<file path="config.mk">
export PLATFORM = sky130hd
export DESIGN_NAME = imm_gen_pipe_flat
export DESIGN_NICKNAME = d
export VERILOG_FILES = /design/src/rtl/imm_gen_pipe_if.sv /design/src/rtl/imm_gen_pipe.sv /design/src/flat_wrapper.sv
export SDC_FILE = /design/constraint.sdc
export NUM_CORES = 1
export LEC_CHECK = 0
export CORE_UTILIZATION = 37
export CTS_CLUSTER_SIZE = 12
export DETAILED_ROUTE_END_ITERATION = 6
export PLACE_DENSITY = 0.71
export SYNTH_ARGS = -nofsm -noshare
export SYNTH_HDL_FRONTEND = slang
export SYNTH_SLANG_ARGS = --single-unit
</file>
<file path="constraint.sdc">
create_clock -name clk -period 5.1 [get_ports clk]
set_input_delay 1.275 -clock clk [delete_from_list [all_inputs] [get_ports clk]]
set_output_delay 1.275 -clock clk [all_outputs]
set_load 0.02 [all_outputs]
</file>
<file path="src/rtl/imm_gen_pipe_if.sv">
// imm_gen_pipe_if
//   Groups the instruction-in and immediate-out handshakes of imm_gen_pipe.
//   slave  : the decoder side. It takes instructions in and drives results out.
//   master : the producer/consumer side (testbench or surrounding pipeline).
// Signals
//   in_valid / in_ready / in_instr[31:0]       : instruction transfer
//   out_valid / out_ready                      : result transfer
//   out_imm[XLEN-1:0], out_fmt[2:0], out_illegal : decoded result
interface imm_gen_pipe_if #(
  parameter int XLEN = 32
);
  logic            in_valid;
  logic            in_ready;
  logic [31:0]     in_instr;
  logic            out_valid;
  logic            out_ready;
  logic [XLEN-1:0] out_imm;
  logic [2:0]      out_fmt;
  logic            out_illegal;

  modport slave (
    input  in_valid, in_instr, out_ready,
    output in_ready, out_valid, out_imm, out_fmt, out_illegal
  );

  modport master (
    output in_valid, in_instr, out_ready,
    input  in_ready, out_valid, out_imm, out_fmt, out_illegal
  );
endinterface

</file>
<file path="src/rtl/imm_gen_pipe.sv">
// imm_gen_pipe
//   RISC-V immediate generator with a two-entry skid buffer on its output.
//   Each accepted instruction is decoded combinationally at the input and the
//   result (sign-extended immediate, format code, illegal flag) is captured in
//   the buffer. All outputs come straight from registers.
// Parameters
//   XLEN     : immediate width, 32 or 64
//   FULL_ISA : 1 decodes I/S/B/U/J; 0 decodes I/S/U only and flags B/J illegal
//   CNT_W    : width of the saturating illegal-instruction counter
// Ports
//   clk         : clock, rising edge
//   rst_n       : asynchronous active-low reset
//   bus         : imm_gen_pipe_if.slave (instruction in, result out)
//   illegal_cnt : saturating count of accepted illegal instructions
module imm_gen_pipe #(
  parameter int XLEN     = 32,
  parameter bit FULL_ISA = 1'b1,
  parameter int CNT_W    = 8
) (
  input  logic              clk,
  input  logic              rst_n,
  imm_gen_pipe_if.slave     bus,
  output logic [CNT_W-1:0]  illegal_cnt
);

  localparam logic [6:0] OP_LOAD   = 7'b0000011;
  localparam logic [6:0] OP_IMM    = 7'b0010011;
  localparam logic [6:0] OP_JALR   = 7'b1100111;
  localparam logic [6:0] OP_STORE  = 7'b0100011;
  localparam logic [6:0] OP_BRANCH = 7'b1100011;
  localparam logic [6:0] OP_LUI    = 7'b0110111;
  localparam logic [6:0] OP_AUIPC  = 7'b0010111;
  localparam logic [6:0] OP_JAL    = 7'b1101111;

  localparam logic [2:0] FMT_NONE = 3'd0;
  localparam logic [2:0] FMT_I    = 3'd1;
  localparam logic [2:0] FMT_S    = 3'd2;
  localparam logic [2:0] FMT_B    = 3'd3;
  localparam logic [2:0] FMT_U    = 3'd4;
  localparam logic [2:0] FMT_J    = 3'd5;

  localparam logic [CNT_W-1:0] CNT_MAX = '1;

  typedef struct packed {
    logic [XLEN-1:0] imm;
    logic [2:0]      fmt;
    logic            ill;
  } entry_t;

  typedef enum logic [1:0] {
    S_EMPTY = 2'd0,
    S_ONE   = 2'd1,
    S_FULL  = 2'd2
  } state_t;

  // Every format is first assembled as a 32-bit signed value whose bit 31
  // already carries the sign; widening to XLEN is then a plain sign extension.
  // This also gives the U-format its bit-31 extension on 64-bit builds.
  function automatic logic signed [XLEN-1:0] sext32(input logic [31:0] v);
    logic signed [31:0] s;
    s = signed'(v);
    return XLEN'(s);
  endfunction

  function automatic entry_t decode(input logic [31:0] instr);
    entry_t      e;
    logic [31:0] raw;
    e   = '0;
    raw = '0;
    case (instr[6:0])
      OP_LOAD, OP_IMM, OP_JALR: begin
        raw   = {{20{instr[31]}}, instr[31:20]};
        e.fmt = FMT_I;
      end
      OP_STORE: begin
        raw   = {{20{instr[31]}}, instr[31:25], instr[11:7]};
        e.fmt = FMT_S;
      end
      OP_BRANCH: begin
        if (FULL_ISA) begin
          raw   = {{19{instr[31]}}, instr[31], instr[7], instr[30:25],
                   instr[11:8], 1'b0};
          e.fmt = FMT_B;
        end else begin
          e.ill = 1'b1;
        end
      end
      OP_LUI, OP_AUIPC: begin
        raw   = {instr[31:12], 12'b0};
        e.fmt = FMT_U;
      end
      OP_JAL: begin
        if (FULL_ISA) begin
          raw   = {{11{instr[31]}}, instr[31], instr[19:12], instr[20],
                   instr[30:21], 1'b0};
          e.fmt = FMT_J;
        end else begin
          e.ill = 1'b1;
        end
      end
      default: e.ill = 1'b1;
    endcase
    // Illegal opcodes leave raw at zero, so the immediate reads back as 0.
    e.imm = sext32(raw);
    return e;
  endfunction

  state_t           state_q;
  logic             in_ready_q;
  logic             out_valid_q;
  entry_t           main_q;
  entry_t           skid_q;
  logic [CNT_W-1:0] cnt_q;
  logic [CNT_W-1:0] cnt_d;

  entry_t dec;
  logic   acc;
  logic   drn;

  // Input stage: decode happens before the buffer so stored entries are final
  assign dec = decode(bus.in_instr);
  assign acc = bus.in_valid & in_ready_q;
  assign drn = out_valid_q & bus.out_ready;

  always_comb begin
    cnt_d = cnt_q;
    if (acc && dec.ill && (cnt_q != CNT_MAX)) begin
      cnt_d = cnt_q + CNT_W'(1);
    end
  end

  // Buffer stage: main holds the entry being presented, skid absorbs the one
  // that arrives while the consumer stalls. in_ready is a register so the
  // producer never sees a combinational path from out_ready.
  always_ff @(posedge clk or negedge rst_n) begin
    if (!rst_n) begin
      state_q     <= S_EMPTY;
      in_ready_q  <= 1'b1;
      out_valid_q <= 1'b0;
      main_q      <= '0;
      skid_q      <= '0;
      cnt_q       <= '0;
    end else begin
      cnt_q <= cnt_d;
      case (state_q)
        S_EMPTY: begin
          if (acc) begin
            main_q      <= dec;
            out_valid_q <= 1'b1;
            state_q     <= S_ONE;
          end
        end
        S_ONE: begin
          if (acc && drn) begin
            main_q <= dec;
          end else if (acc) begin
            skid_q     <= dec;
            in_ready_q <= 1'b0;
            state_q    <= S_FULL;
          end else if (drn) begin
            out_valid_q <= 1'b0;
            state_q     <= S_EMPTY;
          end
        end
        S_FULL: begin
          if (drn) begin
            main_q     <= skid_q;
            in_ready_q <= 1'b1;
            state_q    <= S_ONE;
          end
        end
        default: begin
          state_q     <= S_EMPTY;
          in_ready_q  <= 1'b1;
          out_valid_q <= 1'b0;
        end
      endcase
    end
  end

  assign bus.in_ready    = in_ready_q;
  assign bus.out_valid   = out_valid_q;
  assign bus.out_imm     = main_q.imm;
  assign bus.out_fmt     = main_q.fmt;
  assign bus.out_illegal = main_q.ill;
  assign illegal_cnt     = cnt_q;

endmodule
</file>
<file path="src/flat_wrapper.sv">
// flat-port wrapper written by rule: the top's interface ports become plain ports
module imm_gen_pipe_flat 
#(
  parameter int XLEN     = 32,
  parameter bit FULL_ISA = 1'b1,
  parameter int CNT_W    = 8
)
  (clk, rst_n, illegal_cnt, bus_in_valid, bus_in_instr, bus_out_ready, bus_in_ready, bus_out_valid, bus_out_imm, bus_out_fmt, bus_out_illegal);
  imm_gen_pipe_if #(.XLEN(XLEN)) bus_i ();
  input  logic clk;
  input  logic rst_n;
  output logic [CNT_W-1:0] illegal_cnt;
  input wire logic [$bits(bus_i.in_valid)-1:0] bus_in_valid;
  input wire logic [$bits(bus_i.in_instr)-1:0] bus_in_instr;
  input wire logic [$bits(bus_i.out_ready)-1:0] bus_out_ready;
  output wire logic [$bits(bus_i.in_ready)-1:0] bus_in_ready;
  output wire logic [$bits(bus_i.out_valid)-1:0] bus_out_valid;
  output wire logic [$bits(bus_i.out_imm)-1:0] bus_out_imm;
  output wire logic [$bits(bus_i.out_fmt)-1:0] bus_out_fmt;
  output wire logic [$bits(bus_i.out_illegal)-1:0] bus_out_illegal;
  assign bus_i.in_valid = bus_in_valid;
  assign bus_i.in_instr = bus_in_instr;
  assign bus_i.out_ready = bus_out_ready;
  assign bus_in_ready = bus_i.in_ready;
  assign bus_out_valid = bus_i.out_valid;
  assign bus_out_imm = bus_i.out_imm;
  assign bus_out_fmt = bus_i.out_fmt;
  assign bus_out_illegal = bus_i.out_illegal;
  imm_gen_pipe #(.XLEN(XLEN), .FULL_ISA(FULL_ISA), .CNT_W(CNT_W)) u_core (.clk(clk), .rst_n(rst_n), .bus(bus_i), .illegal_cnt(illegal_cnt));
endmodule
</file>
==> run metrics <==
Synth Area in Compound Gates=18.6%; final worst-path cycle share=68.8%; placed cells=608; Synth Register Bits=84; CP endpoint kind=flip-flop; asr flop ratio synth=100%; slowest cell delay on critical path=1.00 ns; post-synthesis area per instance=9.71 um^2; Lkg Pwr=2.12 nW; WHS=0.478 ns; post-synth net total=452; gr usage total=19.4%; final core occ=48.8%; Synth Flop Type=dfrtp_1; simple-gate share of the synthesized area=21.4%; H-tree levels=3; Clock Latency Late Sink=0.35 ns; clk slew on worst S/H paths=0.08 ns; multi-input logic area=1760 um^2; Post-CTS Hold Buffers=0; CP max FO=32; first drt pass iteration count=4; Period minus WS final=3.51 ns; vias=3,487; peak supply drop=0.0986 mV; Post-Synthesis Cells=415; final hold vios=0; Post-CTS Setup Repair Bufs=0; RSZ-0062 raised after global routing=no; Detail Route Antenna Nets=0; initial antenna violation count=0; final setup fails=0; clock sinks=84; Pwr Density=239 nW/um^2; Boundary Pins=82; Register Area=2100 um^2; # fillers=960; Layout area overhead=26.2%; CP max stage cell=and3_1; post-DR wirelength/cell=17.0 um; CP Launch Type=input pin; min-delay worst type=flip-flop to flip-flop; CP Data Arrival Time=3.76 ns; Syn Std Cell Area=4030 um^2; ant diodes=0; largest net degree at the start of global routing=85; first-pass GRT wire length=17,200 um; mux cell area share after synthesis=1.83%; CTS tree=built; Post-synth EDFFs=0; Port Buf Inserts=81; total negative slack=0 ns; Core Region=10,400 um^2; critical path's top delay family=simple AND/OR/NAND/NOR gates; chip width=106 um; number of DRC markers in iteration 0=232; routed wire length=10,600 um; post_cts resized=0; layout cell share with drive strength beyond 1=8.40%; WP buf/inv=1; Die Y=106 um; Seq/Total Area, Yosys=52.2%; clock skew=0.00792 ns; die area=11,300 um^2; synth unique cells=54; XOR/XNOR Fraction of Synth Area=1.52%; vias in the first global route=3,378; residual DRC count=0; critical path, cell by cell=clkdlybuf4s50_1 -> and3b_1 -> and3_1 -> o21ai_0 -> o31ai_1; Post-DP HPWL=7150 um; pins over their slew limit=0; Worst-Margin Slew=1.34 ns; Worst EP required=5.36 ns; Adder-Cell Fraction of Synth Area=0.311%; relative slew slack=10.4%; nets@finish=520; vias per cell=5.59; Fmax=0.285 GHz; final cell count without fillers=624; total of max-cap violations=0; post-layout power=0.00122 W; routability cong.=0.795; row count=37; cts bufs inserted=9; Crit Path Class=input pin to flip-flop; Yosys Warn Count=0; total grt overflow=0; outcome=completed; Initial Util=38.7%; clock root buffer=clkbuf_8; combinational family with the most area after synthesis=simple AND/OR/NAND/NOR gates; clk buf depth=2
[area by class of cell]
type	count	area share (%)
Timing Repair Buffer	86	16.6
Clock buffer	12	3.05
Sequential cell	84	41.4
Clock inverter	4	0.936
Inverter	1	0.0739
Tap cell	136	3.35
Multi-Input combinational cell	301	34.6
[final timing paths]
kind	startpoint	endpoint	slack, ns	cells past startpoint
max	bus_in_instr[3]	u_core.bus.out_imm[4]	1.59	5
min	u_core.skid_q[5]	u_core.skid_q[5]	0.48	2
max reg2reg	u_core.state_q[1]	u_core.bus.out_imm[11]	2.27	6
min reg2reg	u_core.skid_q[5]	u_core.skid_q[5]	0.48	2
max in group asynchronous	rst_n	u_core.bus.out_imm[23]	3.30	1
min in group asynchronous	rst_n	u_core.illegal_cnt[6]	1.11	1
[worst min-delay path: stages, from the launching register on]
cell and delay, ns:
dfrtp_1 0.34, nand2_1 0.04, o21ai_0 0.06
[metrics by stage]
| step | area [um^2] | setup slack, ns |
|---|---|---|
| after floorplan | 4030 | 2.58 |
| after global placement | 4880 | 1.32 |
| after detailed placement | 4880 | 1.21 |
| after CTS | 5080 | 1.60 |
| after global routing | 5080 | 1.31 |
| final | 5080 | 1.59 |
[cell usage after synthesis (all sizes together) (3+ instances only)]
cell type / count / area (um^2)
nor2: 54 / 203
nand2: 47 / 176
a21oi: 38 / 190
a31oi: 4 / 25.0
and2: 8 / 50.1
buf: 19 / 126
nor3: 24 / 125
nand4: 5 / 31.3
a22oi: 4 / 30.0
nor4: 4 / 31.3
o21ai: 19 / 95.1
dfrtp: 83 / 2080
xor2: 7 / 61.3
mux2: 3 / 33.8
nor2b: 3 / 18.8
o211ai: 3 / 22.5
clkbuf: 10 / 37.5
a211oi: 19 / 183
nand3: 17 / 85.1
mux2i: 4 / 40.0
o31ai: 6 / 45.0
[per-layer routing]
layer,vias up,part of all wire (%),track usage (%),wire (um)
li1,1621,-,-,-
met1,1712,46,27.0,4870
met2,130,45,28.6,4790
met3,24,6.3,4.17,674
met4,0,2.6,9.52,279
met5,-,0,0,0
[where the power goes]
group	switching (W)	total (W)	internal, W
logic	0.0000345	0.0000643	0.0000299
clock network	0.000234	0.000486	0.000252
registers	0	0.000665	0.000665
total	0.000269	0.00122	0.000947
[sequential cells by signal (all words and copies together), names as in the netlist]
name and flops:
u_core.bus.out_valid 1, u_core.skid_q 36, u_core.bus.in_ready 1, u_core.bus.out_fmt 3, u_core.illegal_cnt 8, u_core.state_q 2
u_core.bus.out_illegal 1, u_core.bus.out_imm 32
[logic make-up (layout without fill, tap and decap cells)]
logic type / Yosys count / count (layout)
flops: 84 / 84
fa+ha+maj: 1 / 1
simple gates: 177 / 177
compound gates: 109 / 109
xor+xnor: 7 / 7
mux: 7 / 7
buf+inv: 30 / 103
[placed cells by master (no fill, tap or decap), types with 2 or more instances in the layout]
master and count:
a211oi_1 11, a211oi_2 8, a21o_1 2, a21oi_1 38, a22o_1 2, a22oi_1 4
a31oi_1 4, and2_1 8, and3b_1 2, and4bb_2 2, buf_4 6, clkbuf_8 11
clkdlybuf4s50_1 80, clkinv_2 2, dfrtp_1 83, mux2_2 3, mux2i_1 4, nand2_1 47
nand2b_1 2, nand3_1 17, nand4_1 5, nand4b_1 2, nor2_1 54, nor2b_1 3
nor3_1 23, nor4_1 3, o211ai_1 3, o21a_1 2, o21ai_0 18, o31ai_1 6
xor2_1 7
(Power assumes the default switching activity.)
